**src/rtl/uart_rx_param_if.sv**
```systemverilog
// Receiver-side bundle: serial line and oversample tick in, received word and status out.
interface uart_rx_param_if #(
  parameter int DATA_BITS = 8
);
  logic                 rx_serial;
  logic                 oversample_tick;
  logic [DATA_BITS-1:0] data_out;
  logic                 rx_valid;
  logic                 parity_err;
  logic                 frame_err;
  logic                 break_det;
  logic                 rx_busy;

  modport master (
    output rx_serial, oversample_tick,
    input  data_out, rx_valid, parity_err, frame_err, break_det, rx_busy
  );

  modport slave (
    input  rx_serial, oversample_tick,
    output data_out, rx_valid, parity_err, frame_err, break_det, rx_busy
  );
endinterface

```
**src/rtl/uart_rx_param.sv**
```systemverilog
// Oversampling UART receiver with 3-sample majority vote, false-start rejection,
// and parity/framing/break status held until the next completed frame.
module uart_rx_param #(
  parameter int DATA_BITS  = 8,
  parameter int OVERSAMPLE = 16,
  parameter int PARITY_EN  = 0,
  parameter int PARITY_ODD = 0,
  parameter int STOP_BITS  = 1
) (
  input  logic           clk,
  input  logic           rst_n,
  uart_rx_param_if.slave bus
);
  localparam int M  = OVERSAMPLE / 2;
  localparam int CW = $clog2(OVERSAMPLE);

  typedef enum logic [2:0] {S_IDLE, S_START, S_DATA, S_PARITY, S_STOP} state_t;

  state_t               r_state, w_next;
  logic                 r_sync1, r_rx_s, r_rx_prev;
  logic [CW-1:0]        r_sample_cnt;
  logic [3:0]           r_bit_cnt;
  logic                 r_v0, r_v1;
  logic [DATA_BITS-1:0] r_shift;
  logic                 r_par_err, r_par_bit, r_stop_any0, r_stop_all0;
  logic [DATA_BITS-1:0] r_data_out;
  logic                 r_rx_valid, r_parity_err, r_frame_err, r_break_det;

  logic w_fall, w_busy_tick, w_cnt_last, w_vote_tick, w_vote, w_bit_end;
  logic w_data_done, w_last_stop, w_frame_done, w_busy;

  assign w_fall       = r_rx_prev & ~r_rx_s;
  assign w_busy_tick  = bus.oversample_tick && (r_state != S_IDLE);
  assign w_cnt_last   = (r_sample_cnt == CW'(OVERSAMPLE - 1));
  assign w_vote_tick  = w_busy_tick && (r_sample_cnt == CW'(M + 1));
  assign w_vote       = (r_v0 & r_v1) | (r_v0 & r_rx_s) | (r_v1 & r_rx_s);
  assign w_bit_end    = w_busy_tick && w_cnt_last;
  assign w_data_done  = (r_bit_cnt == 4'(DATA_BITS));
  assign w_last_stop  = (r_bit_cnt == 4'(STOP_BITS - 1));
  // Frame completes mid final stop bit so the next start edge is caught early.
  assign w_frame_done = (r_state == S_STOP) && w_vote_tick && w_last_stop;

  always_ff @(posedge clk or negedge rst_n) begin
    if (!rst_n) begin
      r_sync1   <= 1'b1;
      r_rx_s    <= 1'b1;
      r_rx_prev <= 1'b1;
    end else begin
      r_sync1   <= bus.rx_serial;
      r_rx_s    <= r_sync1;
      r_rx_prev <= r_rx_s;
    end
  end

  always_ff @(posedge clk or negedge rst_n) begin
    if (!rst_n) r_state <= S_IDLE;
    else        r_state <= w_next;
  end

  always_comb begin
    w_next = r_state;
    case (r_state)
      S_IDLE:   if (w_fall) w_next = S_START;
      S_START:  if (w_vote_tick && w_vote) w_next = S_IDLE;
                else if (w_bit_end) w_next = S_DATA;
      S_DATA:   if (w_bit_end && w_data_done) w_next = (PARITY_EN != 0) ? S_PARITY : S_STOP;
      S_PARITY: if (w_bit_end) w_next = S_STOP;
      S_STOP:   if (w_frame_done) w_next = S_IDLE;
      default:  w_next = S_IDLE;
    endcase
  end

  always_comb begin
    w_busy = (r_state != S_IDLE);
  end

  always_ff @(posedge clk or negedge rst_n) begin
    if (!rst_n) begin
      r_sample_cnt <= '0;
      r_bit_cnt    <= '0;
    end else if (r_state == S_IDLE) begin
      r_sample_cnt <= '0;
      r_bit_cnt    <= '0;
    end else begin
      if (w_busy_tick) r_sample_cnt <= w_cnt_last ? '0 : r_sample_cnt + 1'b1;
      if ((r_state == S_DATA && w_bit_end && w_data_done) || (r_state == S_PARITY && w_bit_end))
        r_bit_cnt <= '0;
      else if (w_vote_tick && (r_state == S_DATA || (r_state == S_STOP && !w_last_stop)))
        r_bit_cnt <= r_bit_cnt + 1'b1;
    end
  end

  always_ff @(posedge clk or negedge rst_n) begin
    if (!rst_n) begin
      r_v0         <= 1'b0;
      r_v1         <= 1'b0;
      r_shift      <= '0;
      r_par_err    <= 1'b0;
      r_par_bit    <= 1'b0;
      r_stop_any0  <= 1'b0;
      r_stop_all0  <= 1'b1;
      r_data_out   <= '0;
      r_rx_valid   <= 1'b0;
      r_parity_err <= 1'b0;
      r_frame_err  <= 1'b0;
      r_break_det  <= 1'b0;
    end else begin
      r_rx_valid <= 1'b0;
      if (w_busy_tick && r_sample_cnt == CW'(M - 1)) r_v0 <= r_rx_s;
      if (w_busy_tick && r_sample_cnt == CW'(M))     r_v1 <= r_rx_s;
      if (r_state == S_IDLE && w_fall) begin
        r_par_err   <= 1'b0;
        r_par_bit   <= 1'b0;
        r_stop_any0 <= 1'b0;
        r_stop_all0 <= 1'b1;
      end
      if (w_vote_tick) begin
        case (r_state)
          S_DATA:   r_shift <= {w_vote, r_shift[DATA_BITS-1:1]};
          S_PARITY: begin
            r_par_bit <= w_vote;
            r_par_err <= w_vote != (^r_shift ^ (PARITY_ODD != 0));
          end
          S_STOP: begin
            r_stop_any0 <= r_stop_any0 | ~w_vote;
            r_stop_all0 <= r_stop_all0 & ~w_vote;
          end
          default: ;
        endcase
      end
      // Final stop vote is folded in directly since its register update lands this same edge.
      if (w_frame_done) begin
        r_data_out   <= r_shift;
        r_parity_err <= r_par_err;
        r_frame_err  <= r_stop_any0 | ~w_vote;
        r_break_det  <= (r_shift == '0) && ((PARITY_EN == 0) || !r_par_bit) && r_stop_all0 && !w_vote;
        r_rx_valid   <= 1'b1;
      end
    end
  end

  assign bus.data_out   = r_data_out;
  assign bus.rx_valid   = r_rx_valid;
  assign bus.parity_err = r_parity_err;
  assign bus.frame_err  = r_frame_err;
  assign bus.break_det  = r_break_det;
  assign bus.rx_busy    = w_busy;
endmodule
```
**src/flat_wrapper.sv**
```systemverilog
// flat-port wrapper written by rule: the top's interface ports become plain ports
module uart_rx_param_flat 
#(
  parameter int DATA_BITS  = 8,
  parameter int OVERSAMPLE = 16,
  parameter int PARITY_EN  = 0,
  parameter int PARITY_ODD = 0,
  parameter int STOP_BITS  = 1
)
  (clk, rst_n, bus_rx_serial, bus_oversample_tick, bus_data_out, bus_rx_valid, bus_parity_err, bus_frame_err, bus_break_det, bus_rx_busy);
  uart_rx_param_if #(.DATA_BITS(DATA_BITS)) bus_i ();
  input  logic clk;
  input  logic rst_n;
  input wire logic [$bits(bus_i.rx_serial)-1:0] bus_rx_serial;
  input wire logic [$bits(bus_i.oversample_tick)-1:0] bus_oversample_tick;
  output wire logic [$bits(bus_i.data_out)-1:0] bus_data_out;
  output wire logic [$bits(bus_i.rx_valid)-1:0] bus_rx_valid;
  output wire logic [$bits(bus_i.parity_err)-1:0] bus_parity_err;
  output wire logic [$bits(bus_i.frame_err)-1:0] bus_frame_err;
  output wire logic [$bits(bus_i.break_det)-1:0] bus_break_det;
  output wire logic [$bits(bus_i.rx_busy)-1:0] bus_rx_busy;
  assign bus_i.rx_serial = bus_rx_serial;
  assign bus_i.oversample_tick = bus_oversample_tick;
  assign bus_data_out = bus_i.data_out;
  assign bus_rx_valid = bus_i.rx_valid;
  assign bus_parity_err = bus_i.parity_err;
  assign bus_frame_err = bus_i.frame_err;
  assign bus_break_det = bus_i.break_det;
  assign bus_rx_busy = bus_i.rx_busy;
  uart_rx_param #(.DATA_BITS(DATA_BITS), .OVERSAMPLE(OVERSAMPLE), .PARITY_EN(PARITY_EN), .PARITY_ODD(PARITY_ODD), .STOP_BITS(STOP_BITS)) u_core (.clk(clk), .rst_n(rst_n), .bus(bus_i));
endmodule
```
**config.mk**
```make
export PLATFORM = sky130hd
export DESIGN_NAME = uart_rx_param_flat
export DESIGN_NICKNAME = d
export VERILOG_FILES = /design/src/rtl/uart_rx_param_if.sv /design/src/rtl/uart_rx_param.sv /design/src/flat_wrapper.sv
export SDC_FILE = /design/constraint.sdc
export NUM_CORES = 1
export LEC_CHECK = 0
export BUFFER_PORTS_ARGS = -buffer_cell sky130_fd_sc_hd__buf_2
export CAP_MARGIN = 40
export CORE_MARGIN = 4
export CORE_UTILIZATION = 53
export CTS_CLUSTER_DIAMETER = 30
export CTS_CLUSTER_SIZE = 14
export DETAILED_ROUTE_END_ITERATION = 12
export PLACE_DENSITY_LB_ADDON = 0.12
export SYNTH_ARGS = -nofsm -noshare
export SYNTH_HDL_FRONTEND = slang
export SYNTH_SLANG_ARGS = --single-unit
export TNS_END_PERCENT = 5
```
**constraint.sdc**
```tcl
create_clock -name clk -period 1.7 [get_ports clk]
set_input_delay 0.085 -clock clk [delete_from_list [all_inputs] [get_ports clk]]
set_output_delay 0.085 -clock clk [all_outputs]
set_load 0.01 [all_outputs]
```
# Word-level counts from Yosys, hierarchy flattened
# Cells that the tools add are included.
[op_classes] n_addsub=2 mux=23 reduce_logical=30 bitwise_logic=10 n_eq_ne=15
[op_table] op="$mux 4" n=6
[op_table] op="$mux 3" n=6
[op_table] op="$logic_and 1x1->1" n=17
[op_table] op="$eq 4x4->1 const B" n=4
[op_table] op="$pmux 3 s5" n=1
[op_table] op="$mux 1" n=10
[op_table] op="$add 4x1->4 const B" n=2
[op_table] op="$logic_not 8->1" n=1
[op_table] op="$ne 2x1->1 const B" n=4
[op_table] op="$reduce_xor 8->1" n=1
[op_table] op="$eq 3x2->1 const B" n=2
[op_table] op="$reduce_bool 3->1" n=2
[op_table] op="$and 1x1->1" n=5
[op_table] op="$reduce_and 5->1" n=1
[op_table] op="$eq 4x3->1 const B" n=1
[op_table] op="$logic_not 4->1" n=1
[op_table] op="$eq 3x1->1 const B" n=1
[op_table] op="$eq 3x3->1 const B" n=1
[op_table] op="$logic_not 3->1" n=1
[op_table] op="$ne 3x1->1 const B" n=1
[op_table] op="$or 1x1->1" n=3
[op_table] op="$logic_not 1->1" n=2
[op_table] op="$logic_or 1x1->1" n=2
[op_table] op="$not 1->1" n=2
[op_table] op="other kinds (3)" n=3
[word_totals] regBits=39 output_inout_bits=13 elab_cells=97 in_bits=4

# Logic depth before layout (Yosys ltp)
# Gate-level depths: netlist of run 1.
[logic_depth] ltp_word=8 mapped_depth=8 mapped_depth_nobuf=6

# Worst setup path before layout of run 1
# No wires, ideal clock.
[synth_timing] kind="reg2reg" from="reg u_core.r_bit_cnt[0]" to="reg u_core.r_break_det, in the netlist u_core.bus.break_det" arrival_time_ns=1.716 setup_ns=0.125 n_path_buf=1 stages_incl_launch_ff=7 t_required_ns=1.575 synth_period_minus_slack_ns=1.841 slack_ns=-0.141 path_cell_list="dfrtp_1 -> inv_1 -> ha_1 -> or3b_4 -> nor4_4 -> buf_6 -> mux2_4"
[synth_via] elab_chain_len=2
[synth_lines] element="start, declared" line="uart_rx_param.sv:22" source="logic [3:0] r_bit_cnt;"
[synth_lines] element="start signal, assigned" line="uart_rx_param.sv:89" source="r_bit_cnt <= r_bit_cnt + 1'b1;"
[synth_lines] element="$logic_not 4->1" line="uart_rx_param.sv:39" source="assign w_last_stop = (r_bit_cnt == 4'(STOP_BITS - 1));"
[synth_lines] element="$logic_and 1x1->1" line="uart_rx_param.sv:41" source="assign w_frame_done = (r_state == S_STOP) && w_vote_tick && w_last_stop;"
[synth_lines] element="named net u_core.w_frame_done" line="uart_rx_param.sv:30" source="logic w_data_done, w_last_stop, w_frame_done, w_busy;"
[synth_lines] element="end signal, assigned" line="uart_rx_param.sv:136" source="r_break_det <= (r_shift == '0) && ((PARITY_EN == 0) || !r_par_bit) && r_stop_all0 && !w_vote;"
[synth_lines] element="end, declared" line="uart_rx_param.sv:27" source="logic r_rx_valid, r_parity_err, r_frame_err, r_break_det;"
# The timed path passes the listed nets, and every way through them passes these cells.
# A chain may end at the register's enable or synchronous reset.

# Final worst setup path of run 1
[layout_timing] from="reg u_core.r_bit_cnt[0]" to="reg u_core.r_data_out[0], in the netlist u_core.bus.data_out[0]"
[layout_via] elab_chain_len=2
[layout_lines] element="$logic_not 4->1" line="uart_rx_param.sv:39"
[layout_lines] element="$logic_and 1x1->1" line="uart_rx_param.sv:41"
[layout_lines] element="end signal, assigned" line="uart_rx_param.sv:133" source="r_data_out <= r_shift;"
[layout_lines] element="end, declared" line="uart_rx_param.sv:26" source="logic [DATA_BITS-1:0] r_data_out;"
# No other way between the ends.

==> metrics.txt, run 1 <==
Synth Register Bits 39; final setup margin -0.159 ns; xor-xnor portion of the synthesized cell area 0.0272; first-pass GRT wire length 6.17 mm; Chip Width 68.4 um; DRC 0; EDFF count, synth 0; GRT Residual Overflow 0; DP HPWL 2.53 mm; RSZ-0062 raised after global routing yes; layout cells sized above 1 0.306; top_reg_cell synth dfrtp_1; Startpoint Class register; Final Cycle Share 1.09; post-route ant nets 0; Slowest cell on crit path or3b_4; Hold Startpoint bus_oversample_tick; Synth-to-Final Area Change 21.2%; Syn Area/Cell 11.1 sq um; Nets 221; Syn Std Cell Area 0.00193 sq mm; failing checks setup timing; Critical Path Sink Type register; Worst R2R End u_core.bus.data_out[0]; gp weighted congestion 0.830; max incr delay on CP 0.40 ns; n_diodes 0; r2r startpoint u_core.r_bit_cnt[0]; hold crit path type input port to register; TritonCTS buffer count 5; Seq/Total Area, Yosys 0.507; antenna violations before repair 0; largest net degree at the start of global routing 40; full die area 0.00468 sq mm; drt first pass iters 6; clock latency on the worst-skew pair 0.29 ns; most frequent cell after synthesis dfrtp_1; Mapped Nets 187; Filler Cells Inserted 262; post-route minimum period 1.86 ns; # rows 21; Synth top cells by count dfrtp_1 (35), nand2_1 (18), inv_1 (15); vias in the first global route 1376; pre-CTS WS -0.152 ns; Critical Path End u_core.bus.data_out[0]; area share of fa/ha/maj cells after synthesis 0.0634; ranking of synthesized cells by area dfrtp_1 (45%), ha_1 (5.8%), dfstp_2 (5.4%), mux2_4 (5.4%), o21ai_0 (3.6%); Setup Skew 0.00668 ns; GR Util All Layers 0.179; Via Count 1333; final hold violation count 0; leading area contributor after synthesis dfrtp_1; Die Y 68.4 um; largest family of logic cells by synthesized area simple AND/OR/NAND/NOR gates; Worst Path Buf+Inv 2; port bufs 16; highest net fanout along the worst path 11; Final Setup Violations 11; critical path arrival 2.04 ns; CP startpoint u_core.r_bit_cnt[0]; Power Total 2.38 mW; post-synthesis compound-gate area fraction 0.0750; Simple-Gate Fraction of Synth Area 0.186; Max rail drop VDD 0.000749 V; CORE AREA 0.00344 sq mm; FFs w/ async S/R, synth 1.00; Ports 17; clk sink count 39; Syn. warnings 0; FF/Latch Area 981 sq um; fin util 0.681; root buffer cell clkbuf_8; worst-margin pin slew 0.479 ns; Worst-path clk slew 0.08 ns; Worst R2R Path Depth 6; Syn Inst Count 174; Synth cell types 40; H-tree depth 2; Pwr Density 1010 mW/mm^2; Slew Viols, Final 0; max-cap viol count 0; Iter 0 DRT Violations 92; via/cell ratio 5.23; CTS tree built; Slew HR 0.680; Levels on crit path 6; leakage power 1.17 nW; critical path, cell by cell inv_1 -> ha_2 -> or3b_4 -> nor4_4 -> buf_12 -> mux2_2; Post-Route WL 3.44 mm; top-area cell type share of the netlist area 0.453; R2R Setup Slk -0.16 ns; status complete, but fails checks; WL per Instance 13.5 um; crit path kind register to register; Initial Utilization 0.562; mux share of post-synthesis cell area 0.0938; Top delay family on crit path simple AND/OR/NAND/NOR gates; max frequency 538 MHz; multi-input logic area 880 sq um; Max Root-Sink Buffers 2; worst path required time 1.88 ns
==> layer usage <==
layer	global-route usage	vias up	wire length (um)
li1	-	662	-
met1	0.243	635	1690
met2	0.268	28	1540
met3	0.0476	8	151
met4	0.0794	0	59
met5	0	-	0
==> where the power goes <==
part           switching [mW]  internal (mW)
clock                   0.330          0.587
combinational           0.197          0.184
sequential             0.0822          0.997
total                   0.609           1.77
==> worst min-delay path by stage <==
| stage | end | slack (ns) | cells after the start |
|---|---|---|---|
| 2_1_floorplan | u_core.bus.break_det | -0.21 | 0 |
| 3_3_place_gp | u_core.r_bit_cnt[2] | 0.16 | 2 |
| 3_5_place_dp | u_core.r_bit_cnt[2] | 0.16 | 2 |
| 4_1_cts | u_core.r_sample_cnt[0] | 0.14 | 3 |
| 5_1_grt | u_core.r_sample_cnt[0] | 0.15 | 3 |
| 6_report | u_core.r_sample_cnt[0] | 0.15 | 3 |
==> cells by family after synthesis <==
group,Yosys count
AOI/OAI and AO/OA,26
xor gates and xnor gates,6
adders and majority gates,10
buffers and inverters,21
DFF,39
muxes,14
and+or+nand+nor,58
==> area by class of cell <==
type                       count  share of cell area
inverter                      15              0.0240
multi-input combinational    114               0.375
clock buffer                   6              0.0309
clock inverter                 2              0.0256
timing repair buffer          33               0.101
tap                           46              0.0245
sequential                    39               0.418
==> through the flow <==
stage | hold WS, ns | instance area, sq um | TNS (ns) | std cells
floorplan | -0.211 | 1930 | -1.01 | 174
global placement | 0.160 | 2170 | -0.751 | 244
detailed placement | 0.163 | 2170 | -1.19 | 244
CTS | 0.142 | 2320 | -1.37 | 254
global route | 0.151 | 2340 | -2.05 | 255
finish | 0.147 | 2340 | -1.31 | 255
==> timing repair <==
action | CTS | global route
hold buffers | 2 | 0
gates cloned | 0 | 0
pin swaps | 0 | 1
resized for setup | 0 | 6
endpoints found under the hold margin | 36 | 0
setup endpoints to repair | 10 | 22
setup buffers | 0 | 1
==> registers in the layout, indices dropped and copies added, names as in the netlist <==
signal,cells
u_core.bus.frame_err,1
u_core.bus.data_out,8
u_core.bus.parity_err,1
u_core.r_sample_cnt,4
u_core.r_stop_all0,1
u_core.r_shift,8
u_core.bus.rx_valid,1
u_core.r_rx_s,1
u_core.r_v0,1
u_core.r_v1,1
u_core.bus.break_det,1
u_core.r_sync1,1
u_core.r_stop_any0,1
u_core.r_par_err,1
u_core.r_bit_cnt,4
u_core.r_state,3
u_core.r_rx_prev,1
==> cell usage in the layout, fill, tap and decap left out, drive strengths merged, types with 2 or more instances in the layout <==
cell,synthesis,layout
dfrtp,35,35
buf,5,31
nand2,18,18
inv,15,15
o21ai,14,14
mux2,12,12
ha,9,9
nand3,8,8
nor2,7,7
a21oi,6,6
clkbuf,1,6
nand2b,5,5
dfstp,4,4
nor3,4,4
xor2,3,3
xnor2,3,3
nor3b,2,2
nand3b,2,2
o31ai,2,2
mux2i,2,2
bufinv,0,2
dlygate4sd3,0,2
nand4,2,2
==> worst min-delay path, delay by kind of cell <==
family	cells	cell delay (ns)
and+or+nand+nor	1	0.10
buffers and inverters	1	0.16
AOI/OAI and AO/OA	1	0.05
Note: power is estimated with default switching activity, not from simulation.
==> run 2: changes to the inputs <==
Settings changed: CELL_PAD_IN_SITES_DETAIL_PLACEMENT set to 1, CELL_PAD_IN_SITES_GLOBAL_PLACEMENT set to 1, CORE_UTILIZATION 53 to 42.
==> metrics.txt, run 2 (synthesis gave the netlist of run 1 again) <==
# rows 24 (+14%); Max rail drop VDD 0.000501 V (-33%); first-pass GRT wire length 7.08 mm (+15%); Max Root-Sink Buffers 2 (unchanged); post-route ant nets 0 (unchanged); antenna violations before repair 0 (unchanged); TritonCTS buffer count 5 (unchanged); Pwr Density 942 mW/mm^2 (-7.0%); placed inst area 0.00220 sq mm (+1.7%); post-route minimum period 1.86 ns (+0.00408 ns); DRC 0 (unchanged); GR Util All Layers 0.165 (-0.0148); final setup margin -0.163 ns (-0.00408 ns); full die area 0.00576 sq mm (+23%); hold endpoint u_core.r_sample_cnt[0]; hold crit path type input port to register; root buffer cell clkbuf_8; crit path kind register to register; Startpoint Class register; Hold Startpoint bus_oversample_tick; drt first pass iters 4 (-2); gp weighted congestion 0.812 (-2.2%); Critical Path Sink Type register; max-cap viol count 0 (unchanged); leakage power 1.18 nW (+0.43%); Final Setup Violations 11 (unchanged); Iter 0 DRT Violations 35 (-62%); Slowest cell on crit path or3b_4; clock latency on the worst-skew pair 0.29 ns (about the same); Worst R2R End u_core.bus.data_out[1]; NetSw 0.628 mW (+3.1%); Chip Width 75.9 um (+11%); Setup TNS Final -1.41 ns (-0.101 ns); Combinational Power Share 0.205 (+0.045); WL per Instance 16.0 um (+18%); max incr delay on CP 0.41 ns (about the same); Hold Path Depth 3 (unchanged); Die Y 75.9 um (+11%); R2R Setup Slk -0.16 ns (about the same); H-tree depth 2 (unchanged); Initial Utilization 0.438 (-0.124); Nets 224 (+1.4%); Synth-to-Final Area Change 21.2% (unchanged); dpl cells 254 (+4.1%); port bufs 16 (unchanged); commonest non-fill, non-tap cell in the layout dfrtp_1; Post-Route WL 4.22 mm (+22%); CTS tree built; vias in the first global route 1505 (+9.4%); Worst R2R Path Depth 6 (unchanged); most frequent cells in the layout dfrtp_1 (35), nand2_1 (18), buf_2 (16), buf_4 (16), inv_1 (14); highest net fanout along the worst path 6 (-5); layout cells sized above 1 0.316 (+0.00982); Final Cycle Share 1.10 (+0.00240); critical path, cell by cell inv_1 -> ha_1 -> or3b_4 -> nor4_4 -> buf_4 -> mux2_2; Clk network pwr share 0.316 (-0.070); critical path arrival 2.05 ns (about the same); status complete, but fails checks; RSZ-0062 raised after global routing yes; Slew HR 0.749 (+0.0688); Worst-path clk slew 0.07 ns (about the same); r2r startpoint u_core.r_bit_cnt[1]; Ports 17 (unchanged); max frequency 537 MHz (-0.22%); share of power burned in registers 0.479 (+0.025); worst-margin pin slew 0.376 ns (-0.103 ns); via/cell ratio 5.30 (+1.4%); worst path required time 1.88 ns (about the same); largest net degree at the start of global routing 40 (unchanged); n_diodes 0 (unchanged); GRT Residual Overflow 0 (unchanged); Design Area, Final 0.00234 sq mm (unchanged); DP HPWL 3.16 mm (+25%); Int Power 1.58 mW (-11%); Setup Skew 0.00535 ns (-0.00133 ns); CORE AREA 0.00441 sq mm (+28%); final hold violation count 0 (unchanged); Slew Viols, Final 0 (unchanged); clk sink count 39 (unchanged); final cell count without fillers 264 (+3.5%); fin util 0.531 (-0.150); Power Total 2.21 mW (-7.0%); Via Count 1399 (+5.0%); failing checks setup timing; sw frac 0.284 (+0.0279)
## run 2: cell count changes in the layout (fill, tap and decap cells not counted), sizes merged
cell	delta
clkbuf	+1
bufinv	-2
buf	+3
clkinvlp	+1
## run 2: worst max path at each step
stage,slack (ns),depth (start not counted),start,endpoint
after floorplan,-0.14,6,u_core.r_bit_cnt[0],u_core.bus.break_det
after global placement,-0.12,6,u_core.r_bit_cnt[0],u_core.bus.data_out[2]
after detailed placement,-0.15,6,u_core.r_bit_cnt[1],u_core.bus.data_out[2]
after CTS,-0.17,6,u_core.r_bit_cnt[1],u_core.bus.data_out[2]
after global routing,-0.26,6,u_core.r_bit_cnt[1],u_core.bus.data_out[2]
final,-0.16,6,u_core.r_bit_cnt[1],u_core.bus.data_out[1]
## run 2: through the flow
step                setup slack (ns)  hold slack (ns)
floorplan                     -0.141           -0.211
finish                        -0.163            0.166
global placement              -0.115           0.0693
detailed placement            -0.152           0.0729
global route                  -0.264            0.177
CTS                           -0.167            0.160
## run 2: cell type report
| cell class | instances | area (sq um) |
|---|---|---|
| Fill cell | 482 | 2070 |
| Sequential cell | 39 | 981 |
| Multi-Input combinational cell | 114 | 878 |
| Timing Repair Buffer | 36 | 260 |
| Clock buffer | 7 | 96.3 |
| Tap cell | 52 | 65.1 |
| Inverter | 15 | 56.3 |
| Clock inverter | 1 | 7.51 |
## run 2: power by group through the flow
stage                     Sequential (mW)  Combinational, mW  Clock, mW
after floorplan                      1.07              0.234          0
after global placement               1.06              0.408          0
after detailed placement             1.07              0.432          0
after CTS                            1.06              0.452      0.716
after global routing                 1.07              0.503      0.759
final                                1.06              0.452      0.698
## run 2: per-layer routing
layer  GRT usage  share of wire
met1       0.215           0.46
met2       0.268           0.50
met3      0.0356          0.028
met4      0.0583          0.016
met5           0              0
## run 2: critical path: cells and delay by family (launching register included)
kind	cells	cell delay (ns)
flip-flops	1	0.38
buffers and inverters	2	0.28
AND/OR/NAND/NOR	2	0.59
adder cells (fa/ha/maj)	1	0.17
multiplexers	1	0.34
## run 2: timing repair
| item | 4_1_cts | 5_1_grt |
|---|---|---|
| buffers inserted | 0 | 0 |
| gates resized for setup | 2 | 5 |
| setup endpoints to repair | 14 | 17 |
| hold buffers | 2 | 0 |
| hold endpoints to repair | 40 | 0 |
